==> src/rtl/multicycle_ctrl.sv <==
// Multi-cycle control FSM for the RV32I-subset core: sequences one instruction
// through a shared ALU and memory port, with a memory stall timeout and an illegal-op trap.
module multicycle_ctrl #(
    parameter int unsigned MEM_TIMEOUT = 0
) (
    input  logic       clk,
    input  logic       rst_n,
    input  logic [6:0] op,
    input  logic [2:0] funct3,
    input  logic       funct7,
    input  logic       Zero,
    input  logic       mem_ready,
    output logic       MemReq,
    output logic       MemWrite,
    output logic       AdrSrc,
    output logic       IRWrite,
    output logic       PCWrite,
    output logic       RegWrite,
    output logic [1:0] ALUSrcA,
    output logic [1:0] ALUSrcB,
    output logic [1:0] ResultSrc,
    output logic [1:0] ImmSrc,
    output logic [2:0] ALUControl,
    output logic       Retire,
    output logic       Illegal
);

    localparam logic [6:0] OP_LW  = 7'b0000011;
    localparam logic [6:0] OP_SW  = 7'b0100011;
    localparam logic [6:0] OP_R   = 7'b0110011;
    localparam logic [6:0] OP_I   = 7'b0010011;
    localparam logic [6:0] OP_JAL = 7'b1101111;
    localparam logic [6:0] OP_BEQ = 7'b1100011;

    localparam logic [2:0] ALU_ADD = 3'b000;
    localparam logic [2:0] ALU_SUB = 3'b001;
    localparam logic [2:0] ALU_AND = 3'b010;
    localparam logic [2:0] ALU_OR  = 3'b011;
    localparam logic [2:0] ALU_SLT = 3'b101;

    localparam logic [1:0] SRCA_PC    = 2'b00;
    localparam logic [1:0] SRCA_OLDPC = 2'b01;
    localparam logic [1:0] SRCA_RS1   = 2'b10;
    localparam logic [1:0] SRCB_RS2   = 2'b00;
    localparam logic [1:0] SRCB_IMM   = 2'b01;
    localparam logic [1:0] SRCB_FOUR  = 2'b10;
    localparam logic [1:0] RES_ALUOUT = 2'b00;
    localparam logic [1:0] RES_MEM    = 2'b01;
    localparam logic [1:0] RES_ALU    = 2'b10;

    localparam bit         TIMEOUT_EN  = (MEM_TIMEOUT != 0);
    localparam logic [8:0] TIMEOUT_LIM = 9'(MEM_TIMEOUT);

    typedef enum logic [3:0] {
        S_FETCH,
        S_DECODE,
        S_MEMADR,
        S_MEMREAD,
        S_MEMWB,
        S_MEMWRITE,
        S_EXECR,
        S_EXECI,
        S_ALUWB,
        S_JAL,
        S_BEQ,
        S_TRAP
    } state_t;

    state_t     r_state;
    state_t     w_next;
    state_t     w_dec_state;
    logic [7:0] r_cnt;
    logic       r_illegal;

    logic       w_wait_state;
    logic       w_waiting;
    logic       w_timeout;
    logic [2:0] w_funct_alu;

    logic       w_memreq;
    logic       w_memwrite;
    logic       w_irwrite;
    logic       w_pcwrite;
    logic       w_regwrite;
    logic       w_retire;

    // Only the three memory-handshake states can stall.
    assign w_wait_state = (r_state == S_FETCH) || (r_state == S_MEMREAD) ||
                          (r_state == S_MEMWRITE);
    assign w_waiting    = w_wait_state && !mem_ready;
    // Trap on the wait cycle that would take the counter to MEM_TIMEOUT.
    assign w_timeout    = TIMEOUT_EN && w_waiting &&
                          (({1'b0, r_cnt} + 9'd1) == TIMEOUT_LIM);

    always_ff @(posedge clk) begin
        if (!rst_n) begin
            r_state   <= S_FETCH;
            r_cnt     <= '0;
            r_illegal <= 1'b0;
        end else begin
            r_state <= w_next;
            if (mem_ready || (w_next != r_state)) begin
                r_cnt <= '0;
            end else if (w_waiting) begin
                r_cnt <= r_cnt + 8'd1;
            end
            if (w_next == S_TRAP) begin
                r_illegal <= 1'b1;
            end
        end
    end

    always_comb begin
        w_next = r_state;
        case (r_state)
            S_FETCH: begin
                if (mem_ready) w_next = S_DECODE;
            end
            S_DECODE: begin
                case (op)
                    OP_LW, OP_SW: w_next = S_MEMADR;
                    OP_R:         w_next = S_EXECR;
                    OP_I:         w_next = S_EXECI;
                    OP_JAL:       w_next = S_JAL;
                    OP_BEQ:       w_next = S_BEQ;
                    default:      w_next = S_TRAP;
                endcase
            end
            S_MEMADR:   w_next = op[5] ? S_MEMWRITE : S_MEMREAD;
            S_MEMREAD: begin
                if (mem_ready) w_next = S_MEMWB;
            end
            S_MEMWB:    w_next = S_FETCH;
            S_MEMWRITE: begin
                if (mem_ready) w_next = S_FETCH;
            end
            S_EXECR, S_EXECI, S_JAL: w_next = S_ALUWB;
            S_ALUWB, S_BEQ:          w_next = S_FETCH;
            S_TRAP:                  w_next = S_TRAP;
            default:                 w_next = S_FETCH;
        endcase
        if (w_timeout) begin
            w_next = S_TRAP;
        end
    end

    // sub is only an R-type encoding; addi with bit 30 set stays add.
    always_comb begin
        w_funct_alu = ALU_ADD;
        case (funct3)
            3'b000:  w_funct_alu = (op[5] && funct7) ? ALU_SUB : ALU_ADD;
            3'b010:  w_funct_alu = ALU_SLT;
            3'b110:  w_funct_alu = ALU_OR;
            3'b111:  w_funct_alu = ALU_AND;
            default: w_funct_alu = ALU_ADD;
        endcase
    end

    always_comb begin
        ImmSrc = 2'b00;
        case (op)
            OP_SW:   ImmSrc = 2'b01;
            OP_BEQ:  ImmSrc = 2'b10;
            OP_JAL:  ImmSrc = 2'b11;
            default: ImmSrc = 2'b00;
        endcase
    end

    // While in reset the selects show the FETCH decode; enables are gated below.
    assign w_dec_state = rst_n ? r_state : S_FETCH;

    always_comb begin
        w_memreq   = 1'b0;
        w_memwrite = 1'b0;
        w_irwrite  = 1'b0;
        w_pcwrite  = 1'b0;
        w_regwrite = 1'b0;
        w_retire   = 1'b0;
        AdrSrc     = 1'b0;
        ALUSrcA    = SRCA_PC;
        ALUSrcB    = SRCB_RS2;
        ResultSrc  = RES_ALUOUT;
        ALUControl = ALU_ADD;
        case (w_dec_state)
            S_FETCH: begin
                w_memreq  = 1'b1;
                w_irwrite = mem_ready;
                w_pcwrite = mem_ready;
                ALUSrcA   = SRCA_PC;
                ALUSrcB   = SRCB_FOUR;
                ResultSrc = RES_ALU;
            end
            S_DECODE: begin
                ALUSrcA = SRCA_OLDPC;
                ALUSrcB = SRCB_IMM;
            end
            S_MEMADR: begin
                ALUSrcA = SRCA_RS1;
                ALUSrcB = SRCB_IMM;
            end
            S_MEMREAD: begin
                w_memreq = 1'b1;
                AdrSrc   = 1'b1;
            end
            S_MEMWB: begin
                ResultSrc  = RES_MEM;
                w_regwrite = 1'b1;
                w_retire   = 1'b1;
            end
            S_MEMWRITE: begin
                w_memreq   = 1'b1;
                w_memwrite = 1'b1;
                AdrSrc     = 1'b1;
                w_retire   = mem_ready;
            end
            S_EXECR: begin
                ALUSrcA    = SRCA_RS1;
                ALUSrcB    = SRCB_RS2;
                ALUControl = w_funct_alu;
            end
            S_EXECI: begin
                ALUSrcA    = SRCA_RS1;
                ALUSrcB    = SRCB_IMM;
                ALUControl = w_funct_alu;
            end
            S_ALUWB: begin
                w_regwrite = 1'b1;
                w_retire   = 1'b1;
            end
            S_JAL: begin
                ALUSrcA   = SRCA_OLDPC;
                ALUSrcB   = SRCB_FOUR;
                w_pcwrite = 1'b1;
            end
            S_BEQ: begin
                ALUSrcA    = SRCA_RS1;
                ALUSrcB    = SRCB_RS2;
                ALUControl = ALU_SUB;
                w_pcwrite  = Zero;
                w_retire   = 1'b1;
            end
            default: ;
        endcase
    end

    assign MemReq   = rst_n && w_memreq;
    assign MemWrite = rst_n && w_memwrite;
    assign IRWrite  = rst_n && w_irwrite;
    assign PCWrite  = rst_n && w_pcwrite;
    assign RegWrite = rst_n && w_regwrite;
    assign Retire   = rst_n && w_retire;
    assign Illegal  = r_illegal;

endmodule

==> config.mk <==
export PLATFORM = sky130hd
export DESIGN_NAME = multicycle_ctrl
export DESIGN_NICKNAME = d
export VERILOG_FILES = /design/src/rtl/multicycle_ctrl.sv
export SDC_FILE = /design/constraint.sdc
export NUM_CORES = 1
export LEC_CHECK = 0
export CORE_MARGIN = 4
export CORE_UTILIZATION = 41
export DETAILED_ROUTE_END_ITERATION = 16
export GPL_ROUTABILITY_DRIVEN = 1
export PLACE_DENSITY = 0.85
export SYNTH_ARGS = -nofsm -noshare
export SYNTH_HDL_FRONTEND = slang
export SYNTH_SLANG_ARGS = --single-unit
==> constraint.sdc <==
create_clock -name clk -period 4 [get_ports clk]
set_input_delay 0.8 -clock clk [delete_from_list [all_inputs] [get_ports clk]]
set_output_delay 0.8 -clock clk [all_outputs]
set_load 0.02 [all_outputs]
==> results.md, run 1 <==
* Initial antenna violation count at 0
* Die area at 2260 µm²
* Layout cells sized above 1 at under 10%
* Pwr dens at 417 nW/µm²
* Vias at around 820
* First-pass GRT wire length at 3.08 mm
* Rel. slew slack at 59.9%
* Final setup TNS at 0 ns
* Fin Clk Skew at 0.00628 ns
* Nets at 144
* Synth async-reset ratio at 0%
* Post-synth EDFFs at 0
* Final Non-Filler Cells at 143
* Ranking of synthesized cells by area: dfxtp_1, nor2_1, nand2_1, a21oi_1, a2111oi_4
* Root Driver: clkbuf_4
* Type of element capturing the critical path: primary output
* Final Cycle Share at 89.3%
* Type of origin of the critical path: input pin
* Max cap viols at 0
* Largest net degree at the start of global routing at 18
* Setup Viol. Count Final at 0
* Count leader, synth: nor2_1
* Post-CTS Setup Repair Bufs at 0
* CTS tree: built
* Critical path fanouts, max at 13
* Vias per cell at 5.73
* Arr. time, crit path at 2.77 ns
* Leak at 0.387 nW
* Post-CTS resize count at 0
* Routed Antenna Nets at 0
* Min Clock Period, post-route at 3.57 ns
* Status: finished clean
* Synth Net Count at 112
* CP Launch Point: rst_n
* Port bufs at 33
* Syn avg cell area at 6.59 µm²
* Combinational Power Share at between 60 and 70%
* Prevailing post-synth register cell: dfxtp_1
* Slew Viols, Final at 0
* Int Power at 221 µW
* Effective utilization at floorplan at 46.2%
* Vias in the first global route at 740
* VDD IR max at 0.000235 V
* Synth cell count leaders: nor2_1, nand2_1, a21oi_1, inv_1, dfxtp_1
* Number of DRC markers in iteration 0 at 35
* Area leader, netlist: dfxtp_1
* Dpl cells at around 140
* Net Sw Frac at a little under half
* Detailed Place HPWL at 1.50 mm
* Global placer's final weighted congestion at 0.830
* Sink Count at 5
* Critical path type: input pin to primary output
* Hold Vio Cnt, Final at 0
* Synth cell types at 39
* Gr usage total at 19.3%
* Worst setup path endpoint: PCWrite
* Power Total at just over 400 µW
* Min-Delay Path Class: flip-flop to flip-flop
* Die X at 47.5 µm
* Die Y at 47.5 µm
* Yosys reg bits at 5
* Clock latency on the worst-skew pair at 0.25 ns
* Warnings, synthesis at 0
* Clock power frac at 14.6%
* I/O Pins at 34
* Hold_buf cts at 0
* GRT overflow at 0
* Row count at 13
* Worst r2r path cells at 5
* CTS Buffer Depth at 2
* Reg2reg setup slack at 2.29 ns
* RSZ-0062 raised after global routing: no
* Area of the mapped netlist at between 600 and 700 µm²
* Net load switching power at 186 µW
* DRC at 0
* Drt total wl at 1.94 mm
* WP data required at 3.20 ns
* Fmax at 280 MHz
* FF-to-FF Start: r_state[0]
* Drt first pass iters at 4
* H-tree depth at 1
* Synth Instances at 97
* Flop pwr share at about a quarter
* Actual slew at the worst max-slew pin at 0.600 ns
* Total CTS buffers at 3
* CORE AREA at ~1400 µm²
* Post-synth top area share at 15.7%
* Area growth, synth to finish at 52.4%
* CTS clock-pin slew for the worst setup and hold paths at 0.05 ns
* Antenna fix cells at 0
* Reg2reg end: Illegal
* Seq/Total Area, Yosys at 15.7%
* Avg WL per Cell at 13.6 µm
## power by group through the flow
stage	Sequential, mW	Combinational [mW]	Clock [mW]
2_1_floorplan	0.0678	0.199	0
3_3_place_gp	0.0981	0.245	0
3_5_place_dp	0.0983	0.248	0
4_1_cts	0.0975	0.249	0.0616
5_1_grt	0.101	0.272	0.0656
6_report	0.0985	0.249	0.0594
## through the flow
stage / utilization [%] / cell area [µm²] / setup slack [ns] / hold WS, ns
floorplan: - / 639 / 1.29 / 0.531
global placement: 68.6 / 948 / 0.565 / 0.453
detailed placement: 68.6 / 948 / 0.484 / 0.447
CTS: 70.5 / 975 / 0.472 / 0.458
global route: 70.5 / 975 / 0.319 / 0.504
finish: 70.5 / 975 / 0.427 / 0.456
## layer usage
layer | track usage (%) | up-vias | wire length (µm)
met2 | 31.6 | 39 | 926
met4 | 6.63 | 0 | 21
met5 | 0 | - | 0
met3 | 7.52 | 2 | 176
met1 | 23.0 | 371 | 813
li1 | - | 407 | -
## placed cells by master (no fill, tap or decap), types with 2 or more instances in the layout
cell type and instances:
clkdlybuf4s50_1 33, nor2_1 16, nand2_1 13, a21oi_1 9
inv_1 6, dfxtp_1 5, nor3_1 4, nor2b_1 4
clkbuf_4 3, nand3b_1 2, and3_1 2, o41ai_1 2
nand2b_1 2, nor2_2 2, o21ai_0 2
## how the worst min path moves through the flow
stage                    start  slack (ns)  cells after the start         end
floorplan           r_state[2]        0.53                      3  r_state[2]
global placement       Illegal        0.45                      2     Illegal
detailed placement     Illegal        0.45                      2     Illegal
CTS                    Illegal        0.46                      2     Illegal
global route           Illegal        0.50                      2     Illegal
finish                 Illegal        0.46                      2     Illegal
## critical path, cell delays in order
cell and delay, ns:
clkdlybuf4s50_1 0.73, nand2_1 0.16, nor4_1 0.32, a41o_1 0.16, clkdlybuf4s50_1 0.61
## cells by family after synthesis
kind of cell	Yosys count	share of synthesized area, %
buffers and inverters	13	10.4
AO/OA/AOI/OAI	24	28.8
multiplexers	2	3.33
AND/OR/NAND/NOR	53	41.9
flip-flops	5	15.7
## flip-flops by register name (all words and copies together), names as in the netlist
name     cells
r_state      4
Illegal      1
## final cells by class
type	instances	area, µm²
well taps	15	18.8
repair buffers	33	330
flip-flops and latches	5	100
fillers	122	408
inverters	7	26.3
clock buffers	4	26.3
multi-input cells	79	473
No activity file was read; power rests on OpenSTA's default activity.
==> run 2: changes to the inputs <==
- CORE_UTILIZATION: 41 -> 28
- PLACE_DENSITY: 0.85 -> 0.63
==> results.md, run 2 (same netlist as run 1, synthesis figures left out) <==
* Antenna fix cells at 0 (unchanged)
* Util after Layout at 45.2% (-25 points)
* Gr usage total at 13.4% (-5.9 points)
* Fmax at 285 MHz (+1.7%)
* DRC at 0 (unchanged)
* Die Y at 55.8 µm (+17%)
* Detailed Place HPWL at 1.59 mm (+5.9%)
* Die area at 3110 µm² (+38%)
* Initial antenna violation count at 0 (unchanged)
* Top reg by flops: r_state
* Largest net degree at the start of global routing at 18 (unchanged)
* H-tree depth at 1 (unchanged)
* Slew Viols, Final at 0 (unchanged)
* CORE AREA at 2190 µm² (+58%)
* Crit-path cells: clkdlybuf4s50_1, nand2_1, nor4_1, a41o_1, clkdlybuf4s50_1
* Root Driver: clkbuf_4
* CTS clock-pin slew for the worst setup and hold paths at 0.04 ns (about the same)
* Crit path largest cell delay at 0.71 ns (-0.02 ns)
* Post-CTS resize count at 0 (unchanged)
* Post-CTS Setup Repair Bufs at 0 (unchanged)
* Fin Clk Skew at 0.00439 ns (-0.00189 ns)
* Clock latency on the worst-skew pair at 0.25 ns (about the same)
* Final worst slack at 0.485 ns (+0.0588 ns)
* Critical path type: input pin to primary output
* Type of element capturing the critical path: primary output
* Hold Vio Cnt, Final at 0 (unchanged)
* Number of DRC markers in iteration 0 at 22 (-37%)
* Most common cell after layout, fill and taps aside: clkdlybuf4s50_1
* CTS tree: built
* Effective utilization at floorplan at 29.2% (-17 points)
* Avg WL per Cell at 12.6 µm (-7.2%)
* WP data required at 3.20 ns (about the same)
* Vias in the first global route at 775 (+4.7%)
* Worst Path Buf+Inv at 2 (unchanged)
* CP delay by family, top: buffers and inverters
* Max cap viols at 0 (unchanged)
* Commonest non-fill, non-tap cells in the layout: clkdlybuf4s50_1, nor2_1, nand2_1
* Setup Viol. Count Final at 0 (unchanged)
* Status: finished clean
* Actual slew at the worst max-slew pin at 0.620 ns (+0.0193 ns)
* Hold_buf cts at 0 (unchanged)
* Final Cycle Share at 87.9% (-1.5 points)
* First-pass GRT wire length at 3.52 mm (+14%)
* Port bufs at 33 (unchanged)
* Type of origin of the critical path: input pin
* CTS Buffer Depth at 2 (unchanged)
* Final Non-Filler Cells at 156 (+9.1%)
* Total CTS buffers at 3 (unchanged)
* # fillers at 229 (+88%)
* Routed Antenna Nets at 0 (unchanged)
* Final setup TNS at 0 ns (unchanged)
* RSZ-0062 raised after global routing: no
* GRT overflow at 0 (unchanged)
* Worst slack, placed at 0.484 ns (+0.000121 ns)
* Layout cells sized above 1 at 7.81% (unchanged)
* Leak at 0.387 nW (unchanged)
* I/O Pins at 34 (unchanged)
* Drt total wl at 1.96 mm (+1.2%)
* Drt first pass iters at 4 (unchanged)
* Global placer's final weighted congestion at 0.767 (-7.6%)
* Arr. time, crit path at 2.71 ns (-0.06 ns)
* Top cell by count, worst path: clkdlybuf4s50_1
* VDD IR max at 0.000192 V (-18%)
* Critical path fanouts, max at 13 (unchanged)
* Area growth, synth to finish at 55.0%
* Rel. slew slack at 58.6% (-1.3 points)
* Die X at 55.8 µm (+17%)
* Vias at 795 (-2.9%)
* Min Clock Period, post-route at 3.51 ns (-0.0588 ns)
* Min-Delay Path Class: flip-flop to flip-flop
* Vias per cell at 5.10 (-11%)
* Nets at 144 (unchanged)
* Dpl cells at 152 (+9.4%)
* Sink Count at 5 (unchanged)
* Row count at 17 (+4)
* CP max-delay cell: clkdlybuf4s50_1
* Largest register FFs at 4 (unchanged)
* Pwr dens at 409 nW/µm² (-1.9%)
* WHS at 0.480 ns (+0.0244 ns)
-- run 2: path summary, 6_finish.rpt --
| check | startpoint | endpoint | slack (ns) | depth (start not counted) |
|---|---|---|---|---|
| max | rst_n | PCWrite | 0.49 | 5 |
| min | Illegal | Illegal | 0.48 | 2 |
| max reg2reg | r_state[0] | Illegal | 2.26 | 5 |
| min reg2reg | Illegal | Illegal | 0.48 | 2 |
-- run 2: layer usage --
layer	track usage [%]	routed length [µm]
met4	5.21	19
met5	0	0
met2	22.6	960
met1	17.0	885
met3	2.09	97
-- run 2: worst min-delay path: stages, from the launching register on --
cell,delay (ns)
dfxtp_1,0.33
nand2_1,0.06
o31ai_2,0.06
-- run 2: area by class of cell --
type                    instances  area (µm²)  share of cell area, %
well taps                      28        35.0                   3.54
clock buffers                   4        26.3                   2.65
inverters                       7        26.3                   2.65
repair buffers                 33         330                   33.3
flip-flops and latches          5         100                   10.1
multi-input cells              79         473                   47.7
-- run 2: stage by stage --
stage | power (mW) | cell area [µm²]
floorplan | 0.267 | 639
global placement | 0.347 | 965
detailed placement | 0.348 | 965
CTS | 0.409 | 991
global route | 0.440 | 991
finish | 0.405 | 991
-- run 2: power by group --
part | total [mW] | leakage [nW] | internal, mW | switching (mW)
clock | 0.0593 | 0.0150 | 0.0378 | 0.0215
combinational | 0.247 | 0.331 | 0.122 | 0.124
sequential | 0.0995 | 0.0409 | 0.0607 | 0.0388
